[config.mk]
export PLATFORM = sky130hd
export DESIGN_NAME = cache_arbiter
export DESIGN_NICKNAME = d
export VERILOG_FILES = /design/src/rtl/cache_arbiter.sv
export SDC_FILE = /design/constraint.sdc
export NUM_CORES = 1
export LEC_CHECK = 0
export BUFFER_PORTS_ARGS = -buffer_cell sky130_fd_sc_hd__clkbuf_2
export CORE_AREA = 4 4 268 270
export CTS_CLUSTER_DIAMETER = 120
export CTS_CLUSTER_SIZE = 28
export DETAILED_ROUTE_END_ITERATION = 7
export DIE_AREA = 0 0 272 274
export SETUP_SLACK_MARGIN = 0.3
export SYNTH_ARGS = -nofsm -noshare
export SYNTH_HDL_FRONTEND = slang
export SYNTH_SLANG_ARGS = --single-unit
[constraint.sdc]
create_clock -name clk -period 2.2 [get_ports clk]
set_clock_uncertainty 0.1 [all_clocks]
set_input_delay 0.22 -clock clk [delete_from_list [all_inputs] [get_ports clk]]
set_output_delay 0.22 -clock clk [all_outputs]
set_load 0.005 [all_outputs]
[src/rtl/cache_arbiter.sv]
`timescale 1ns/1ps
`default_nettype none
// ============================================================================
// Module   : cache_arbiter
// Purpose  : Round-robin arbiter sharing one physical-memory port between the
//            instruction and data caches, one line transaction at a time.
// Revision : 1.0  initial release
// ============================================================================
module cache_arbiter #(
    parameter int ADDR_W   = 16,
    parameter int LINE_W   = 128,
    parameter int OFFSET_W = 4
) (
    input  logic              clk,
    input  logic              rst,

    input  logic              icache_pmem_read,
    input  logic [ADDR_W-1:0] icache_pmem_address,
    output logic [LINE_W-1:0] icache_pmem_rdata,
    output logic              icache_pmem_resp,

    input  logic              dcache_pmem_read,
    input  logic              dcache_pmem_write,
    input  logic [ADDR_W-1:0] dcache_pmem_address,
    input  logic [LINE_W-1:0] dcache_pmem_wdata,
    output logic [LINE_W-1:0] dcache_pmem_rdata,
    output logic              dcache_pmem_resp,

    output logic              pmem_read,
    output logic              pmem_write,
    output logic [ADDR_W-1:0] pmem_address,
    output logic [LINE_W-1:0] pmem_wdata,
    input  logic [LINE_W-1:0] pmem_rdata,
    input  logic              pmem_resp,

    output logic              arb_busy
);

    typedef enum logic [1:0] {
        S_IDLE    = 2'd0,
        S_SERVE_I = 2'd1,
        S_SERVE_D = 2'd2
    } state_t;

    localparam logic [ADDR_W-1:0] c_line_mask = {{(ADDR_W-OFFSET_W){1'b1}}, {OFFSET_W{1'b0}}};

    state_t            r_state;
    logic              r_last_grant_d;
    logic [ADDR_W-1:0] r_addr;
    logic [LINE_W-1:0] r_wdata;
    logic              r_pmem_read;
    logic              r_pmem_write;
    logic              r_busy;

    logic              w_icache_req;
    logic              w_dcache_req;
    logic              w_grant_d;
    logic              w_active;

    assign w_icache_req = icache_pmem_read;
    assign w_dcache_req = dcache_pmem_read | dcache_pmem_write;
    // On a tie the data cache wins only if the instruction cache was granted last.
    assign w_grant_d    = w_dcache_req & (~w_icache_req | ~r_last_grant_d);

    always_ff @(posedge clk) begin
        if (rst) begin
            r_state        <= S_IDLE;
            r_last_grant_d <= 1'b0;
            r_addr         <= '0;
            r_wdata        <= '0;
            r_pmem_read    <= 1'b0;
            r_pmem_write   <= 1'b0;
            r_busy         <= 1'b0;
        end else begin
            case (r_state)
                S_IDLE: begin
                    if (w_grant_d) begin
                        r_state        <= S_SERVE_D;
                        r_last_grant_d <= 1'b1;
                        r_addr         <= dcache_pmem_address;
                        r_wdata        <= dcache_pmem_wdata;
                        // Read and write together is a writeback.
                        r_pmem_read    <= ~dcache_pmem_write;
                        r_pmem_write   <= dcache_pmem_write;
                        r_busy         <= 1'b1;
                    end else if (w_icache_req) begin
                        r_state        <= S_SERVE_I;
                        r_last_grant_d <= 1'b0;
                        r_addr         <= icache_pmem_address;
                        r_wdata        <= '0;
                        r_pmem_read    <= 1'b1;
                        r_pmem_write   <= 1'b0;
                        r_busy         <= 1'b1;
                    end
                end
                S_SERVE_I, S_SERVE_D: begin
                    if (pmem_resp) begin
                        r_state      <= S_IDLE;
                        r_pmem_read  <= 1'b0;
                        r_pmem_write <= 1'b0;
                        r_busy       <= 1'b0;
                    end
                end
                default: begin
                    r_state      <= S_IDLE;
                    r_pmem_read  <= 1'b0;
                    r_pmem_write <= 1'b0;
                    r_busy       <= 1'b0;
                end
            endcase
        end
    end

    // Outputs are forced quiet while reset is held, even mid-transaction.
    assign w_active          = ~rst;
    assign pmem_read         = r_pmem_read  & w_active;
    assign pmem_write        = r_pmem_write & w_active;
    assign arb_busy          = r_busy       & w_active;
    assign pmem_address      = w_active ? (r_addr & c_line_mask) : '0;
    assign pmem_wdata        = w_active ? r_wdata : '0;

    assign icache_pmem_resp  = w_active & (r_state == S_SERVE_I) & pmem_resp;
    assign dcache_pmem_resp  = w_active & (r_state == S_SERVE_D) & pmem_resp;
    assign icache_pmem_rdata = icache_pmem_resp ? pmem_rdata : '0;
    assign dcache_pmem_rdata = dcache_pmem_resp ? pmem_rdata : '0;

endmodule
`default_nettype wire

# Word level (Yosys, flattened, before mapping)
# Index checks and enable logic that the tools add are counted.
# W data, S select, Z words.
# totals
out_inout_bits	405
elab_cells	52
input_bits	294
ff_bits	150
# classes
n_mux	22
n_reduce_logical	5
n_bitwise	14
eq_ne	4
# op_table
cell	count
$mux W128	5
$mux W16	3
$and A1 B1 Y1	8
$mux W1	7
$mux W2	3
$pmux W1 S2	3
$not A1 Y1	4
$pmux W2 S2	1
$reduce_and A2 Y1	2
$ne A3 B3 Y1 const B	1
$eq A2 B1 Y1 const B	1
$eq A2 B2 Y1 const B	1
$logic_not A2 Y1	1
$ne A2 B2 Y1 const B	1
$or A1 B1 Y1	2
$reduce_bool A2 Y1	1
$reduce_or A2 Y1	1

# Longest topological paths before layout
# Gate-level depths: netlist of run 1.
# depth
depth_word	5
mapped_depth	6
mapped_depth_nobuf	5

# Least setup slack after synthesis of run 1
# Ideal clock, no wire load.
# synth_timing
path_kind	register -> output
start	reg r_state[1]
end	out icache_pmem_rdata[100]
required_ns	1.880
setup_slack_ns	0.578
path_buffers	2
arrival_time_ns	1.302
stages_incl_launch_ff	7
cell_sequence	dfxtp_1 -> inv_1 -> ha_1 -> and3b_1 -> clkbuf_1 -> clkbuf_1 -> and2_1
# synth_between
elab_chain_len	4
# synth_lines
element	line	text
start, declared	47	state_t r_state;
start signal, assigned	67	r_state <= S_IDLE;
start signal, assigned	78	r_state <= S_SERVE_D;
start signal, assigned	87	r_state <= S_SERVE_I;
$eq A2 B1 Y1	122	assign icache_pmem_resp = w_active & (r_state == S_SERVE_I) & pmem_resp;
$and A1 B1 Y1 (2 in a row)	122	
$mux W128	124	assign icache_pmem_rdata = icache_pmem_resp ? pmem_rdata : '0;
end, declared	19	output logic [LINE_W-1:0] icache_pmem_rdata,
# Every way passes these cells.

# Final worst setup path of run 1
# layout_timing
start	reg r_state[1]
end	out icache_pmem_rdata[84]
# Same word-level chain as after synthesis.

==> PnR_summary.wiki, run 1 <==
{| class="wikitable"
! Metric !! Value
|-
| Time the final worst path needs with I/O delays and setup || 2.27 ns
|-
| Area of all sequential standard cells || 2930 sq um
|-
| Max Cap Viol || 0
|-
| Crit-path max cell delay || 0.34 ns
|-
| Final Hold Slack || 0.193 ns
|-
| Share of the core filled with cells in the final layout || 24.0%
|-
| Most common cell after layout, fill and taps aside || sky130_fd_sc_hd__clkbuf_2
|-
| Routed wire length || 60800 microns
|-
| TritonRoute pass-1 iters || 5
|-
| Routability-driven placement congestion ratio || 0.884
|-
| Effective utilization at floorplan || 10.6%
|-
| Initial DRC count || 438
|-
| Cell-by-cell trace of the critical path || inv_2, ha_2, and3b_4, buf_12, clkbuf_16, and2_1, clkbuf_2
|-
| Setup slack on the worst flop-to-flop path || 0.33 ns
|-
| Instance count of the mapped netlist || 834
|-
| Mapped Avg Cell Area || 8.85 sq um
|-
| Register area share after synthesis || 39.6%
|-
| Clock transition time at the flip-flop clock pins of the worst setup and hold paths || 0.07 ns
|-
| Pin count of the biggest net entering global routing || 63
|-
| Worst hold path depth || 4
|-
| WP data arrival || 1.95 ns
|-
| Peak Freq || 441 MHz
|-
| Floorplan die width || 272 microns
|-
| Final number of hold-violating endpoints || 0
|-
| Routed len/inst || 22.7 microns
|-
| Worst min-delay path endpoint || r_pmem_write$_SDFFE_PP0P_
|-
| # H-tree levels || 4
|-
| Hold crit path type || input pin to flop
|-
| Failing checks || setup timing
|-
| Multi-input gate area in the final layout || 4530 sq um
|-
| Number of buffers and inverters on the critical path || 4
|-
| Maximum number of buffers from clock root to sink || 2
|-
| Endpoint of the worst-slack reg-to-reg timing path || r_wdata[90]$_SDFFE_PP0P_
|-
| Count of non-filler cells in the finished layout || 2673
|-
| Number of antenna violations at the first check in global routing || 39
|-
| Startpoint of the most critical hold path || dcache_pmem_write
|-
| Setup-failing EPs final || 165
|-
| Total global routing overflow || 0
|-
| Worst-Margin Slew || 0.779 ns
|-
| Path type of the worst setup path || flop to output port
|-
| Clk_lat worst skew || 0.46 ns
|-
| Number of clock buffers inserted by TritonCTS || 17
|-
| Num rows || 97
|-
| Final-report max-slew violation count || 0
|-
| Area added between synthesis and finish || 126%
|-
| Total vias in the final route || 9926
|-
| Critical path endpoint category || output port
|-
| DP Cell Count || 2415
|-
| Number of global-route vias before repair || 9297
|-
| Power density over cell area || 588 nW/um^2
|-
| # clock sinks || 146
|-
| Relative slew slack || 48.1%
|-
| Total of buffers placed on input and output ports || 686
|-
| Combined area of all synthesized cells || 7380 sq um
|-
| Area of the core || 69500 sq um
|-
| Fill count || 7385
|-
| Slowest cell on the critical path || sky130_fd_sc_hd__dfxtp_2
|-
| Die height || 274 microns
|-
| Unique masters post-synth || 28
|-
| Required time of the critical path || 1.88 ns
|-
| Setup WS post-layout || -0.0687 ns
|-
| Total power draw || 9.81 mW
|-
| Layout Nets || 2007
|-
| Top-level I/O count || 699
|-
| Proportion of layout cells with a drive suffix above 1 || 56.8%
|-
| Number of flip-flops and latches in the synthesized netlist || 146
|-
| Top delay family on crit path || buffers and inverters
|-
| Number of nets still failing antenna checks after routing || 0
|-
| Highest-count cells in the layout ignoring fill and taps || sky130_fd_sc_hd__clkbuf_2 (561), sky130_fd_sc_hd__dlygate4sd3_1 (152), sky130_fd_sc_hd__and2_4 (146), sky130_fd_sc_hd__dfxtp_1 (144), sky130_fd_sc_hd__nor2b_1 (141)
|-
| Total die area || 74500 sq um
|-
| Average via count per standard cell || 3.71
|-
| Maximum ir drop on the vdd rail || 0.513 mV
|-
| Startpoint of the most critical register-to-register path || r_state[1]$_SDFFE_PP0P_
|-
| Half-perimeter wire length after placement || 42800 microns
|-
| Number of warnings issued by yosys || 0
|-
| Total Routing Usage GR || 14.3%
|-
| Reg2reg path depth || 9
|-
| LEAKAGE || 8.16 nW
|-
| Number of remaining DRC errors || 0
|-
| Share of the clock period used by the worst path || 103%
|-
| Status || finished with violations
|-
| Global-route wire length before repair || 73900 microns
|-
| Master cell of the clock root buffer || sky130_fd_sc_hd__clkbuf_16
|-
| Maximum net fanout on the critical path || 9
|-
| Clock tree from TritonCTS || built
|-
| RSZ-0062 raised after global routing || true
|-
| Critical Path Start Type || flop
|}
==> routing by layer <==
metal	part of all wire [%]	up-vias	GRT usage, %
li1	-	4550	-
met1	38	4647	16.3
met2	50	597	24.6
met3	8.2	124	4.81
met4	3.9	8	5.91
met5	0.094	-	0
==> logic make-up after synthesis <==
family / Yosys count / synth area share (%)
flops: 146 / 39.6
compound gates: 151 / 18.0
fa+ha+maj: 3 / 0.508
simple gates: 445 / 36.5
other cells: 1 / 0.0508
mux: 1 / 0.152
buf+inv: 87 / 5.15
==> registers in the layout, indices dropped and copies added (netlist names) <==
| register | cells |
|---|---|
| r_busy | 1 |
| r_wdata | 128 |
| r_pmem_write | 1 |
| r_state | 2 |
| r_last_grant_d | 1 |
| r_pmem_read | 1 |
| r_addr | 12 |
==> per-stage QoR <==
stage	TNS (ns)	cell area [sq um]	setup slack (ns)
after floorplan	0	7400	0.578
after global placement	0	12000	0.261
after detailed placement	0	12000	0.262
after CTS	-9.43	14900	-0.0920
after global routing	-23.25	16700	-0.155
final	-3.59	16700	-0.0687
==> worst max-delay path by stage <==
stage                                       start                   endpoint  slack [ns]  cells past startpoint
after floorplan           r_state[1]$_SDFFE_PP0P_     icache_pmem_rdata[100]        0.58                      6
after global placement           dcache_pmem_read  r_wdata[109]$_SDFFE_PP0P_        0.26                      4
after detailed placement         dcache_pmem_read   r_wdata[99]$_SDFFE_PP0P_        0.26                      4
after CTS                 r_state[0]$_SDFFE_PP0P_      dcache_pmem_rdata[91]       -0.09                      7
after global routing      r_state[1]$_SDFFE_PP0P_     icache_pmem_rdata[106]       -0.15                      7
final                     r_state[1]$_SDFFE_PP0P_      icache_pmem_rdata[84]       -0.07                      7
==> worst register-to-register path: stages (launching register included) <==
cell	delay, ns
sky130_fd_sc_hd__dfxtp_2	0.36
sky130_fd_sc_hd__inv_2	0.05
sky130_fd_sc_hd__buf_4	0.12
sky130_fd_sc_hd__buf_6	0.11
sky130_fd_sc_hd__ha_4	0.18
sky130_fd_sc_hd__nor3b_4	0.16
sky130_fd_sc_hd__buf_12	0.16
sky130_fd_sc_hd__clkbuf_16	0.18
sky130_fd_sc_hd__clkbuf_16	0.17
sky130_fd_sc_hd__a22o_1	0.18
==> Yosys cell counts (all sizes together) <==
cell	number	area share, %
and2	256	22
dfxtp	146	40
nor2b	141	12
a22o	128	15
clkbuf	53	2.7
buf	29	2.2
nand2	24	1.2
nor2	15	0.76
a311oi	12	1.4
inv	5	0.25
nand2b	4	0.34
ha	3	0.51
o32ai	3	0.36
and3b	2	0.24
a21boi	1	0.10
a21oi	1	0.068
a22oi	1	0.10
a2bb2oi	1	0.20
conb	1	0.051
mux2	1	0.15
nor3	1	0.068
nor3b	1	0.17
o22ai	1	0.085
o2bb2ai	1	0.20
o31a	1	0.12
o31ai	1	0.17
or3b	1	0.12
==> repair_timing <==
item / in CTS / in global routing
setup endpoints to repair: 258 / 350
pin swaps: 22 / 100
buffers inserted: 10 / 15
hold buffers: 152 / 0
gates cloned: 15 / 24
hold endpoints to repair: 140 / 0
resized for setup: 83 / 315
==> power by group <==
part	leakage (nW)	internal (mW)	switching, mW
combinational	6.64	1.80	1.59
sequential	1.20	3.04	0.0984
clock	0.316	1.85	1.44
total	8.16	6.69	3.12
==> final cells by class <==
cell class / count / area share, %
Timing Repair Buffer: 935 / 44.2
Multi-Input combinational cell: 605 / 27.1
Sequential cell: 146 / 17.5
Tap cell: 940 / 7.05
Clock buffer: 17 / 2.55
Clock inverter: 15 / 1.27
Antenna cell: 10 / 0.150
Inverter: 5 / 0.112
Power figures use the tool's default switching activity.
==> inputs of run 2 (changes only) <==
SETUP_SLACK_MARGIN = 0.4   (was 0.3)
==> run 2 against run 1 <==
  * The run still ends with setup timing left
  * Utilization grew 0.072 points
  * Cell count shrank 0.11%
  * Combinational power about the same
  * Largest power group unchanged
==> PnR_summary.wiki, run 2 (synthesized netlist as in run 1, its figures left out) <==
{| class="wikitable"
! Metric !! Value
|-
| Layout Nets || 2006
|-
| LEAKAGE || 8.18 nW
|-
| Final Hold Slack || 0.183 ns
|-
| Path type of the worst setup path || flop to output port
|-
| RSZ-0062 raised after global routing || true
|-
| Peak Freq || 443 MHz
|-
| Share of the core filled with cells in the final layout || 24.1%
|-
| Die height || 274 microns
|-
| Startpoint of the most critical hold path || icache_pmem_read
|-
| Most common cell after layout, fill and taps aside || sky130_fd_sc_hd__clkbuf_2
|-
| Leading registers by flop count || r_wdata (128), r_addr (12), r_state (2)
|-
| Number of nets still failing antenna checks after routing || 0
|-
| Launch point of the worst path || r_state[0]$_SDFFE_PP0P_
|-
| # H-tree levels || 4
|-
| Maximum number of buffers from clock root to sink || 2
|-
| Num rows || 97
|-
| Crit-path max cell delay || 0.34 ns
|-
| Total Routing Usage GR || 14.3%
|-
| Routed wire length || 60900 microns
|-
| Clock transition time at the flip-flop clock pins of the worst setup and hold paths || 0.07 ns
|-
| Power density over cell area || 586 nW/um^2
|-
| Setup WS post-layout || -0.0591 ns
|-
| Max Cap Viol || 0
|-
| Status || finished with violations
|-
| Number of global-route vias before repair || 9297
|-
| Number of remaining DRC errors || 0
|-
| Slowest cell on the critical path || sky130_fd_sc_hd__dfxtp_2
|-
| Required time of the critical path || 1.88 ns
|-
| Critical Path Start Type || flop
|-
| Final number of hold-violating endpoints || 0
|-
| Highest-count cells in the layout ignoring fill and taps || sky130_fd_sc_hd__clkbuf_2 (546), sky130_fd_sc_hd__and2_4 (152), sky130_fd_sc_hd__dlygate4sd3_1 (152), sky130_fd_sc_hd__dfxtp_1 (144), sky130_fd_sc_hd__nor2b_1 (141)
|-
| Hold crit path type || input pin to flop
|-
| Reg2reg path depth || 7
|-
| Worst-Margin Slew || 0.792 ns
|-
| Initial DRC count || 435
|-
| Time the final worst path needs with I/O delays and setup || 2.26 ns
|-
| Clk_lat worst skew || 0.46 ns
|-
| Effective utilization at floorplan || 10.6%
|-
| Critical path endpoint category || output port
|-
| Area of the core || 69500 sq um
|-
| Share of the clock period used by the worst path || 103%
|-
| # clock sinks || 146
|-
| Total global routing overflow || 0
|-
| Top-level I/O count || 699
|-
| Clock tree from TritonCTS || built
|-
| Half-perimeter wire length after placement || 42800 microns
|-
| Final Cell Area || 16700 sq um
|-
| Master cell of the clock root buffer || sky130_fd_sc_hd__clkbuf_16
|-
| Startpoint of the most critical register-to-register path || r_state[1]$_SDFFE_PP0P_
|-
| Total of buffers placed on input and output ports || 686
|-
| Register with the most flip-flops || r_wdata
|-
| Setup-failing EPs final || 163
|-
| Routed len/inst || 22.8 microns
|-
| Total vias in the final route || 9945
|-
| Maximum net fanout on the critical path || 7
|-
| Final-report max-slew violation count || 0
|-
| Worst hold path depth || 4
|-
| Failing checks || setup timing
|-
| TritonRoute pass-1 iters || 4
|-
| Average via count per standard cell || 3.72
|-
| Floorplan die width || 272 microns
|-
| Relative slew slack || 47.2%
|-
| Number of clock buffers inserted by TritonCTS || 17
|-
| Number of antenna violations at the first check in global routing || 40
|-
| Proportion of layout cells with a drive suffix above 1 || 57.0%
|-
| Pin count of the biggest net entering global routing || 63
|-
| Placed cell areas || 12000 sq um
|-
| Total die area || 74500 sq um
|-
| Maximum ir drop on the vdd rail || 0.515 mV
|-
| WP data arrival || 1.94 ns
|-
| Global-route wire length before repair || 73900 microns
|-
| Routability-driven placement congestion ratio || 0.884
|-
| Max FFs per register || 128
|-
| Area added between synthesis and finish || 127%
|-
| Cell-by-cell trace of the critical path || inv_2, ha_4, and3b_4, buf_12, buf_16, clkbuf_16, and2_4, buf_6
|}
==> run 2: changes by cell type in the layout (fill, tap and decap cells not counted), moves of 2 or more <==
cell                       delta
sky130_fd_sc_hd__buf_8        +2
sky130_fd_sc_hd__buf_2        +6
sky130_fd_sc_hd__clkbuf_2    -15
sky130_fd_sc_hd__and2_4       +6
sky130_fd_sc_hd__buf_4        +5
sky130_fd_sc_hd__diode_2      -2
sky130_fd_sc_hd__and2_1       -6
==> run 2: final timing paths <==
check	endpoint	slack (ns)
hold / removal	r_pmem_write$_SDFFE_PP0P_	0.18
setup / recovery	dcache_pmem_rdata[52]	-0.06
hold reg to reg	r_pmem_write$_SDFFE_PP0P_	0.39
setup reg to reg	r_pmem_read$_SDFFE_PP0P_	0.30
==> run 2: cell type report <==
class	count	area (sq um)
Clock buffer	17	425
Multi-Input combinational cell	605	4540
Antenna cell	8	20.0
Sequential cell	146	2930
Clock inverter	15	211
Inverter	5	18.8
Tap cell	940	1180
Fill cell	7377	52800
Timing Repair Buffer	934	7420
==> run 2: metal layers <==
layer  share of wire (%)  GRT usage [%]
met1                  38           16.3
met2                  50           24.6
met3                 8.2           4.81
met4                 3.9           5.91
met5                0.12              0
==> run 2: report_power, final <==
part           total [mW]  internal (mW)  switching [mW]
Combinational        3.38           1.80            1.58
Clock                3.29           1.85            1.44
Sequential           3.14           3.04          0.0995
Total                9.81           6.69            3.12
==> run 2: critical path, delay by kind of cell (launching register included) <==
family                     cells  cell delay (ns)
adders and majority gates      1             0.15
buffers and inverters          5             0.63
DFF                            1             0.34
and+or+nand+nor                2             0.34
==> run 2: stage by stage <==
stage | power [mW] | worst slack (ns) | cells | setup TNS, ns
after floorplan | 4.37 | 0.578 | 837 | 0
after global placement | 5.51 | 0.261 | 2415 | 0
after detailed placement | 5.52 | 0.262 | 2415 | 0
after CTS | 9.35 | -0.0920 | 2624 | -9.43
after global routing | 10.3 | -0.155 | 2668 | -21.92
final | 9.81 | -0.0591 | 2670 | -3.52
==> run 2: repair_timing <==
item / CTS / global route
gates resized for setup: 83 / 332
hold buffers: 152 / 0
setup endpoints to repair: 314 / 396
buffers inserted: 10 / 14
pin swaps: 22 / 100
endpoints found under the hold margin: 140 / 0
cloned: 15 / 24
